## config.mk

```make
export PLATFORM = sky130hd
export DESIGN_NAME = tube_readback
export DESIGN_NICKNAME = d
export VERILOG_FILES = /design/src/rtl/tube_readback.sv
export SDC_FILE = /design/constraint.sdc
export NUM_CORES = 1
export LEC_CHECK = 0
export ABC_AREA = 1
export BUFFER_PORTS_ARGS = -buffer_cell sky130_fd_sc_hd__buf_2
export CAP_MARGIN = 10
export CORE_MARGIN = 2
export CORE_UTILIZATION = 44
export DETAILED_ROUTE_END_ITERATION = 12
export PLACE_DENSITY_LB_ADDON = 0.25
export SLEW_MARGIN = 0
export SYNTH_ARGS = -nofsm -noshare
export SYNTH_HDL_FRONTEND = slang
export SYNTH_SLANG_ARGS = --single-unit
```

## constraint.sdc

```tcl
create_clock -name clk -period 3.5 [get_ports clk]
set_input_delay 0.7 -clock clk [delete_from_list [all_inputs] [get_ports clk]]
set_output_delay 0.7 -clock clk [all_outputs]
set_load 0.03 [all_outputs]
```

## src/rtl/tube_readback.sv

```systemverilog
// tube_readback: receive side of the scanned 7-segment tube bus. Decodes each
// digit to a 3-bit code and one-hot value after STABLE identical samples.
// Ports: clk, rst (sync, active high), sample_en, tube[6:0] (active low,
//   bit6=a..bit0=g), an[DIGITS-1:0] (active-low digit select);
//   code3/onehot/valid/err per digit, upd per-digit change pulse,
//   bus_err pulse for more than one active digit select.
// Option: TUBE_ERR_CNT_EN adds err_cnt[7:0] (ILLEGAL commits + bus errors).
module tube_readback #(
  parameter int DIGITS = 4,
  parameter int STABLE = 3
) (
  input  logic                  clk,
  input  logic                  rst,
  input  logic                  sample_en,
  input  logic [6:0]            tube,
  input  logic [DIGITS-1:0]     an,
  output logic [3*DIGITS-1:0]   code3,
  output logic [8*DIGITS-1:0]   onehot,
  output logic [DIGITS-1:0]     valid,
  output logic [DIGITS-1:0]     err,
  output logic [DIGITS-1:0]     upd,
`ifdef TUBE_ERR_CNT_EN
  output logic [7:0]            err_cnt,
`endif
  output logic                  bus_err
);

  localparam int CW = (STABLE < 2) ? 1 : $clog2(STABLE + 1);
  localparam logic [CW-1:0] ST = CW'(STABLE);
  localparam logic [3:0] BLANK = 4'd8;
  localparam logic [3:0] ILL   = 4'd9;

  logic [3:0]          cls;
  logic                one_low;
  logic                many_low;
  logic [DIGITS-1:0]   hit;
  logic [DIGITS-1:0]   commit;
  logic [3:0]          cand_q [DIGITS];
  logic [3:0]          cand_d [DIGITS];
  logic [3:0]          com_q  [DIGITS];
  logic [CW-1:0]       cnt_q  [DIGITS];
  logic [CW-1:0]       cnt_d  [DIGITS];
  logic [3*DIGITS-1:0] code3_q;
  logic [8*DIGITS-1:0] onehot_q;
  logic [DIGITS-1:0]   valid_q;
  logic [DIGITS-1:0]   err_q;
  logic [DIGITS-1:0]   upd_q;
  logic                bus_err_q;

  // Classes 0..7 are codes, 8 is blank, 9 is anything else.
  always_comb begin
    case (tube)
      7'b0000001: cls = 4'd0;
      7'b1001111: cls = 4'd1;
      7'b0010010: cls = 4'd2;
      7'b0000110: cls = 4'd3;
      7'b1001100: cls = 4'd4;
      7'b0100100: cls = 4'd5;
      7'b0100000: cls = 4'd6;
      7'b0001111: cls = 4'd7;
      7'b1111111: cls = BLANK;
      default:    cls = ILL;
    endcase
  end

  always_comb begin
    one_low  = ($countones(~an) == 1);
    many_low = ($countones(~an) > 1);
  end

  // Commit only on the sample that reaches STABLE; saturated repeats
  // are silent.
  always_comb begin
    for (int d = 0; d < DIGITS; d++) begin
      hit[d]    = sample_en && one_low && !an[d];
      cand_d[d] = cand_q[d];
      cnt_d[d]  = cnt_q[d];
      commit[d] = 1'b0;
      if (hit[d]) begin
        if (cls == cand_q[d]) begin
          if (cnt_q[d] != ST) begin
            cnt_d[d]  = cnt_q[d] + 1'b1;
            commit[d] = (cnt_d[d] == ST);
          end
        end else begin
          cand_d[d] = cls;
          cnt_d[d]  = CW'(1);
          commit[d] = (STABLE == 1);
        end
      end
    end
  end

  always_ff @(posedge clk) begin
    if (rst) begin
      for (int d = 0; d < DIGITS; d++) begin
        cand_q[d] <= BLANK;
        com_q[d]  <= BLANK;
        cnt_q[d]  <= '0;
      end
      code3_q   <= '0;
      onehot_q  <= '0;
      valid_q   <= '0;
      err_q     <= '0;
      upd_q     <= '0;
      bus_err_q <= 1'b0;
    end else begin
      bus_err_q <= sample_en && many_low;
      upd_q     <= '0;
      for (int d = 0; d < DIGITS; d++) begin
        cand_q[d] <= cand_d[d];
        cnt_q[d]  <= cnt_d[d];
        if (commit[d]) begin
          com_q[d]   <= cls;
          upd_q[d]   <= (cls != com_q[d]);
          valid_q[d] <= !cls[3];
          err_q[d]   <= (cls == ILL);
          if (!cls[3]) begin
            code3_q[3*d +: 3]  <= cls[2:0];
            onehot_q[8*d +: 8] <= 8'b1 << cls[2:0];
          end else begin
            onehot_q[8*d +: 8] <= '0;
          end
        end
      end
    end
  end

`ifdef TUBE_ERR_CNT_EN
  logic [7:0] err_cnt_q;
  logic       ill_cmt;
  logic [8:0] err_sum;

  // Counts the bus_err pulse itself, so it can coincide with a commit.
  always_comb begin
    ill_cmt = (|commit) && (cls == ILL);
    err_sum = {1'b0, err_cnt_q} + 9'(ill_cmt) + 9'(bus_err_q);
  end

  always_ff @(posedge clk) begin
    if (rst) begin
      err_cnt_q <= '0;
    end else begin
      err_cnt_q <= err_sum[8] ? 8'hFF : err_sum[7:0];
    end
  end

  assign err_cnt = err_cnt_q;
`endif

  assign code3   = code3_q;
  assign onehot  = onehot_q;
  assign valid   = valid_q;
  assign err     = err_q;
  assign upd     = upd_q;
  assign bus_err = bus_err_q;

endmodule
```

-- Word-level counts from Yosys, hierarchy flattened
Memories as Yosys holds them, arrays and structs flattened.
Index checks and enable logic that the tools add are counted.
- bits in writable memories: 40
- logic and storage cells: 158
- memories kept: 3
- flip-flop bits (word level): 57
- bits of input ports: 14
- output and inout bits: 57
- memories (memory ; words ; width ; read ports ; clocked after memory_dff ; write ports ; line ; text):
    cand_q ; 4 ; 4 ; 4 ; 0 ; 4 ; 38 ; logic [3:0] cand_q [DIGITS];
    com_q ; 4 ; 4 ; 4 ; 0 ; 4 ; 40 ; logic [3:0] com_q [DIGITS];
    cnt_q ; 4 ; 2 ; 4 ; 0 ; 4 ; 41 ; logic [CW-1:0] cnt_q [DIGITS];
- shifts and indexed selects: 1
- muxes and demuxes: 61
- magnitude comparators: 1
- bitwise logic cells: 18
- reduce and logical (&&, ||, !) cells: 19
- eq/ne operators: 27
- add/subtract/negate cells: 7
- operator list (kind ; count):
    4-bit two-way mux ; 16
    4-bit case mux with 9 select lines ; 1
    32-bit by 2-bit equality test with 1-bit output (second input constant) ; 1
    2-bit two-way mux ; 16
    1-bit two-way mux ; 27
    7-bit equality test (second input constant) ; 3
    4-bit equality test ; 4
    4-bit inequality test ; 4
    7-bit by 6-bit equality test with 1-bit output (second input constant) ; 2
    1-bit OR ; 12
    2-bit by 1-bit adder with 2-bit output (second input constant) ; 4
    2-bit equality test (second input constant) ; 4
    8-bit two-way mux ; 1
    2-bit inequality test (second input constant) ; 4
    2-bit AND reduction ; 4
    2-bit OR reduction ; 4
    1-bit by 3-bit left shift with 8-bit output (first input constant) ; 1
    7-bit by 1-bit equality test with 1-bit output (second input constant) ; 1
    7-bit by 3-bit equality test with 1-bit output (second input constant) ; 1
    7-bit by 4-bit equality test with 1-bit output (second input constant) ; 1
    7-bit by 5-bit equality test with 1-bit output (second input constant) ; 1
    1-bit logical AND ; 6
    1-bit logical NOT ; 5
    1-bit inverter ; 5
    other kinds (5) ; 6

-- Longest topological paths before layout
Gate-level depths: netlist (run 1).
- depth after elaboration: 11
- depth in mapped cells: 17
- depth with buffers taken out: 16

-- Least setup slack after synthesis (run 1)
No wires, ideal clock.
- path kind: input -> register
- from: input an[0]
- to: memory com_q[3][0], enable pin
- arrival: 2.736 ns
- setup time: 0.308 ns
- buffers on the path: 1
- slack: 0.456 ns
- required time: 3.192 ns
- stages on the path: 15
- path through: fa_1 inv_1 ha_1 inv_1 ha_1 nor2_1 nand2_1 nor2_1 inv_1 nor2_1 nand2_1 inv_1 nand2_4 buf_6 nand2_1
- RTL lines (element ; line ; text):
    start, declared ; 16 ; input logic [DIGITS-1:0] an,
    end, declared ; 40 ;

==> key figures, run 1 <==
Power
  • Leakage: between 2 and 3 nW
  • VDD IR-drop max: 0.308 mV
  • Pwr Density: 416 mW/mm2

Timing
  • Worst Tran Pin Value: approximately 840 ps
  • Clk_skew: 8.67 ps
  • Final min period: just over 3000 ps
  • Final worst slack: roughly 440 ps
  • Worst slew margin: between 40% and 50%
  • Setup violators final: 0
  • Crit share post-route: around 87%
  • Final setup TNS: 0 ps
  • Unrepaired setup endpoints after global routing: no
  • Hold WS: approximately 440 ps
  • Slew Limit Fails: 0
  • Peak Freq: 327 MHz
  • Final hold vios: 0

Die
  • Die ar.: between 0.01 and 0.015 mm2
  • Rows: 38
  • Initial Util: around 46%
  • Core area: 0.0110 mm2
  • I/O pin total: 71
  • Die Span X: ~110 um
  • Die height: around 110 um

Global route
  • Met3 usage: under 10%
  • First-pass GRT wire length: between 20000 and 25000 um
  • Grt ovf: 0
  • Tot GR Track Use: about a fifth
  • Initial antenna violation count: 0
  • Met1 Track Usage GR: between 20% and 30%
  • Largest net degree at the start of global routing: 49
  • Number of global-route vias before repair: ~4200
  • Top Usage Layer GRT: met2
  • Met2 GRT Util: around 36%

Yosys
  • Cell with the most instances after synthesis: nand2_1
  • Cell variety after synth: 35
  • Synth top cells by count: nand2_1 (142), dfxtp_1 (81), inv_1 (69)
  • Total number of yosys warnings: 0
  • Top_reg_cell synth: dfxtp_1
  • FF+latch count, synth: between 90 and 100
  • Post-Synthesis Cells: between 600 and 700
  • Synth top area share: roughly 32%
  • Synth Cell Area: 0.00500 mm2
  • Syn_nets: ~670
  • Synth top area cells: dfxtp_1 (32%), nand2_1 (11%), edfxtp_1 (9.6%), nand3_1 (5.9%), inv_1 (5.2%)
  • Avg Inst Size Synth: 7.76 um2
  • Register area share after synthesis: a little over two fifths
  • Post-synth top area cell: dfxtp_1
  • Post-synth EDFFs: 16
  • Synth async-reset ratio: 0%

Critical path
  • Critical path arrival: 3090 ps
  • Crit-path slowest cell: fa_1
  • Cell mode on critical path: inv_1
  • Reg-to-Reg Start: cand_q[1][2]
  • Worst path required time: roughly 3500 ps
  • CP max stage delay: ~540 ps
  • Critical path startpoint: an[0]
  • Largest fanout on the critical path: 12
  • Startpoint type of the worst setup path: input port
  • Crit Path Category: input port to register
  • Crit-path cells: buf_2 -> fa_1 -> inv_1 -> ha_1 -> inv_1 -> ha_1 -> nor2_1 -> nand2_1 -> nor2_1 -> inv_1 -> nor2_1 -> nand2_1 -> inv_1 -> nand2_4 -> nand2_1
  • CP Capture Type: register

Cells and area
  • Share of post-route cells with drive strength above 1: between 20% and 30%
  • Antenna cell count: 0
  • Register area: 0.00210 mm2
  • Nets: about 740
  • Final std cell area, no fill: 0.00578 mm2
  • Number of fill cells: 1067
  • Syn-to-layout area delta: 15.4%
  • Area of the multi-input gates: 0.00247 mm2

Clock tree
  • CTS tree: yes
  • Post-CTS Repair Setup Buffers: 0
  • # clock sinks: 97
  • CTS clk-pin slew, worst paths: about 70 ps
  • Total CTS buffers: 9
  • Worst skew pair latency: between 300 and 400 ps
  • Post-cts resize count: 0
  • H-tree levels: 3
  • Root Buffer: clkbuf_16
  • Hold buffer count at cts: 0
  • Clock Path Buffers: 2

Placed design
  • Dpl cell area: approximately 0.0055 mm2
  • # port buffers: 70
  • HPWL Detailed: around 9500 um
  • Final Wtd Congestion: between 0.8 and 0.9
  • Dpl ws: ~92 ps

Drt
  • Antenna-violating nets left: 0
  • Vias: 4413
  • Wirelength per Cell: 15.0 um
  • DRC: 0
  • Post-DR vias/cell: just over 5
  • Drt total wl: between 10000 and 15000 um
  • First-pass DRT Iterations: 5
  • Initial DRC Count: 181

Run status
  • Status: complete, no violations

Hold path
  • HP Start: onehot[4]
  • Worst min path class: register to register

Flow run
  • Max-Cap Viols: 0
[worst max-delay path, delay by kind of cell]
| family | cells | cell delay, ps |
|---|---|---|
| simple gates | 7 | 870 |
| buf+inv | 5 | 550 |
| fa+ha+maj | 3 | 940 |
[registers in the layout, indices dropped and copies added, names as in the netlist]
| name | cells |
|---|---|
| bus_err | 1 |
| onehot | 32 |
| com_q | 16 |
| valid | 4 |
| upd | 4 |
| cand_q | 16 |
| err | 4 |
| cnt_q | 8 |
| code3 | 12 |
[path summary, 6_finish.rpt]
path	slack, ps	cells after the start	to
max	440	15	com_q[3][1]
min	440	2	onehot[4]
max reg2reg	1810	9	com_q[1][3]
min reg2reg	440	2	onehot[4]
[layout by cell type (no fill, tap or decap), drive strengths merged, types with 11 or more instances in the layout]
cell	Yosys	layout
nand2	169	169
inv	80	86
buf	13	80
ha	11	11
nand3	73	73
dfxtp	81	81
nor3	11	11
xor2	12	12
o21ai	32	32
edfxtp	16	16
nand4	19	19
nor2	93	93
[metal layers]
layer	part of all wire (%)	wire (um)	vias to the layer above
met3	4.3	561	18
met1	46	5990	2092
met5	0	0	-
li1	-	-	2200
met2	48	6180	103
met4	1.4	187	0
[metrics by stage]
stage,std cells,power [mW],utilization [%]
after floorplan,645,1.39,-
after global placement,844,1.44,49.9
after detailed placement,844,1.45,49.9
after CTS,860,2.41,52.6
after global routing,860,2.50,52.6
final,860,2.41,52.6
[layout make-up]
| class | instances | share of cell area (%) |
|---|---|---|
| clock buffers | 9 | 3.90 |
| clock inverters | 7 | 1.15 |
| inverters | 80 | 5.24 |
| multi-input cells | 447 | 42.7 |
| flip-flops and latches | 97 | 36.4 |
| well taps | 140 | 3.03 |
| repair buffers | 80 | 7.58 |
[where the power goes]
group	internal, mW	switching, mW	leakage, nW
logic	0.0822	0.176	1.85
registers	1.15	0.0163	0.805
clock network	0.505	0.473	0.145
[kinds of logic (layout without fill, tap and decap cells)]
| logic type | Yosys count | in the layout | share of synthesized area [%] |
|---|---|---|---|
| compound gates | 45 | 45 | 5.15 |
| simple gates | 372 | 372 | 37.8 |
| flops | 97 | 97 | 42.0 |
| xor+xnor | 18 | 18 | 3.15 |
| fa+ha+maj | 12 | 12 | 3.15 |
| buf+inv | 101 | 176 | 8.70 |
Power figures use the tool's default switching activity.
==> run 2: changes to the inputs <==
CELL_PAD_IN_SITES_DETAIL_PLACEMENT = 0   (was unset)
CELL_PAD_IN_SITES_GLOBAL_PLACEMENT = 1   (was unset)
CORE_UTILIZATION = 42   (was 44)
==> run 2 against run 1 <==
  * The flow now finishes with violations (design-rule violations)
  * Combinational power about the same
  * Global-route usage down 0.78 points
  * First-iteration DRC count up 7.2%
  * Via count down 2.6%
  * Non-clock buffer count unchanged
  * Setup slack better by 6.1 ps
  * Maximum frequency up 0.20%
  * Clock skew up 1.0 ps
  * Sequential power about the same
  * Sequential share of layout area about the same
  * Core utilization down 2.5 points
  * Largest cell class unchanged
==> key figures, run 2 (synthesized netlist as in run 1, its figures left out) <==
Run status
  • Status: complete, but fails checks
  • Failing checks: design-rule violations

Drt
  • DRC: 2
  • First-pass DRT Iterations: 10
  • Antenna-violating nets left: 0
  • Drt total wl: ~13000 um
  • Initial DRC Count: just under 200
  • Wirelength per Cell: approximately 15 um
  • Vias: approximately 4300
  • Post-DR vias/cell: about 5.0

Critical path
  • Largest fanout on the critical path: 8
  • Crit-path cells: buf_2 -> fa_1 -> inv_1 -> ha_1 -> inv_1 -> ha_1 -> nor2_1 -> nand2_1 -> nor2_1 -> inv_1 -> nor2_1 -> nand2_1 -> inv_1 -> nand2_2 -> nor2_4 -> nand2_2
  • Crit Path Category: input port to register
  • CP delay by family, top: simple AND/OR/NAND/NOR gates
  • CP Buf/Inv Count: 5
  • CP Capture Type: register
  • CP max stage delay: between 500 and 600 ps
  • Cell mode on critical path: inv_1
  • Crit-path slowest cell: fa_1
  • Worst path required time: between 3000 and 4000 ps
  • Startpoint type of the worst setup path: input port
  • Critical path arrival: 3160 ps

Die
  • Die Span X: approximately 110 um
  • I/O pin total: between 70 and 80
  • Initial Util: about 43%
  • Die height: between 100 and 150 um
  • Core area: between 0.01 and 0.015 mm2
  • Rows: 39
  • Die ar.: 0.0128 mm2

Clock tree
  • Clock Path Buffers: 2
  • H-tree levels: 3
  • # clock sinks: 97
  • CTS tree: yes
  • Hold buffer count at cts: 0
  • Post-cts resize count: 0
  • CTS clk-pin slew, worst paths: around 80 ps
  • Total CTS buffers: 9
  • Post-CTS Repair Setup Buffers: 0
  • Root Buffer: clkbuf_16
  • Worst skew pair latency: ~350 ps

Hold path
  • Worst min path class: register to register

Power
  • P_sw: 676 uW
  • Flop pwr share: roughly half
  • Power Internal: 1.74 mW
  • Leakage: around 2.8 nW
  • Clock Power Share: between 40% and 50%
  • Comb power frac: between 10% and 20%
  • VDD IR-drop max: ~0.22 mV
  • Pwr Density: 419 mW/mm2
  • Sw frac: around 28%
  • Tot Pwr: 2.42 mW

Timing
  • Final min period: slightly above 3000 ps
  • Worst slew margin: between 30% and 40%
  • Unrepaired setup endpoints after global routing: no
  • Worst Tran Pin Value: 998 ps
  • Final hold vios: 0
  • Slew Limit Fails: 0
  • Crit share post-route: 87.2%
  • Setup violators final: 0
  • Peak Freq: ~330 MHz
  • Clk_skew: ~9.7 ps
  • Final setup TNS: 0 ps

Global route
  • Top Usage Layer GRT: met2
  • Tot GR Track Use: between 20 and 25%
  • Grt ovf: 0
  • First-pass GRT wire length: between 20000 and 25000 um
  • Largest net degree at the start of global routing: 58
  • Met1 Track Usage GR: 27.7%
  • Met3 usage: ~3.6%
  • Initial antenna violation count: 0
  • Met2 GRT Util: between 30% and 40%
  • Number of global-route vias before repair: between 4000 and 5000

Placed design
  • HPWL Detailed: between 9000 and 10000 um
  • Placed cell count: roughly 850
  • Final Wtd Congestion: roughly 0.84
  • # port buffers: 70

Cells and area
  • Max reg flops: 32
  • Most common cell after layout, fill and taps aside: nand2_1
  • Most frequent cells in the layout: nand2_1 (142), dfxtp_1 (81), buf_2 (70)
  • Nets: 741
  • Syn-to-layout area delta: 15.3%
  • Final cell count without fillers: 863
  • Share of post-route cells with drive strength above 1: between 20% and 30%
  • Antenna cell count: 0

Flow run
  • Max-Cap Viols: 0
run 2: cell types whose count changed in the layout (fill, tap and decap cells not counted):
cell,previous run,this run
clkinv_4,1,0
inv_6,4,3
clkinv_8,0,1
clkinv_2,0,1
buf_4,9,10
buf_12,1,0
run 2: per-stage QoR:
stage | hold WS, ps | area, um2 | setup WS, ps | util (%)
after floorplan | 476 | 5000 | 456 | -
after global placement | 426 | 5480 | 116 | 47.6
after detailed placement | 432 | 5480 | 71.8 | 47.6
after CTS | 449 | 5770 | 434 | 50.1
after global routing | 466 | 5770 | 212 | 50.1
final | 444 | 5770 | 447 | 50.1
run 2: layout make-up:
type	count	area, um2
inverter	80	303
sequential	97	2100
multi-input combinational	447	2470
fill	1159	5740
timing repair buffer	80	425
clock buffer	9	225
clock inverter	7	70.1
tap	143	179
run 2: worst reg2reg max path: cells and delay by family (launching register included):
kind | cells | cell delay (ps)
flip-flops | 1 | 360
AND/OR/NAND/NOR | 8 | 1060
buffers and inverters | 1 | 50
run 2: metal layers:
layer / up-vias / share of wire (%) / wire [um]
met5: - / 0 / 0
met4: 0 / 1.7 / 217
met3: 16 / 4.3 / 545
met2: 91 / 47 / 5880
met1: 1974 / 47 / 5930
li1: 2217 / - / -
run 2: path summary, 6_finish.rpt:
check / start / endpoint / slack (ps) / cells after the start
worst max-delay path: an[0] / com_q[0][3] / 450 / 16
worst min-delay path: onehot[4] / onehot[4] / 440 / 2
worst max register to register: cand_q[1][1] / com_q[1][3] / 1780 / 9
worst min register to register: onehot[4] / onehot[4] / 440 / 2
run 2: power groups by stage:
stage	registers [mW]	logic [mW]	clock network [mW]
floorplan	1.19	0.195	0
global placement	1.19	0.249	0
detailed placement	1.20	0.255	0
CTS	1.17	0.256	1.01
global route	1.17	0.289	1.05
finish	1.17	0.255	0.992
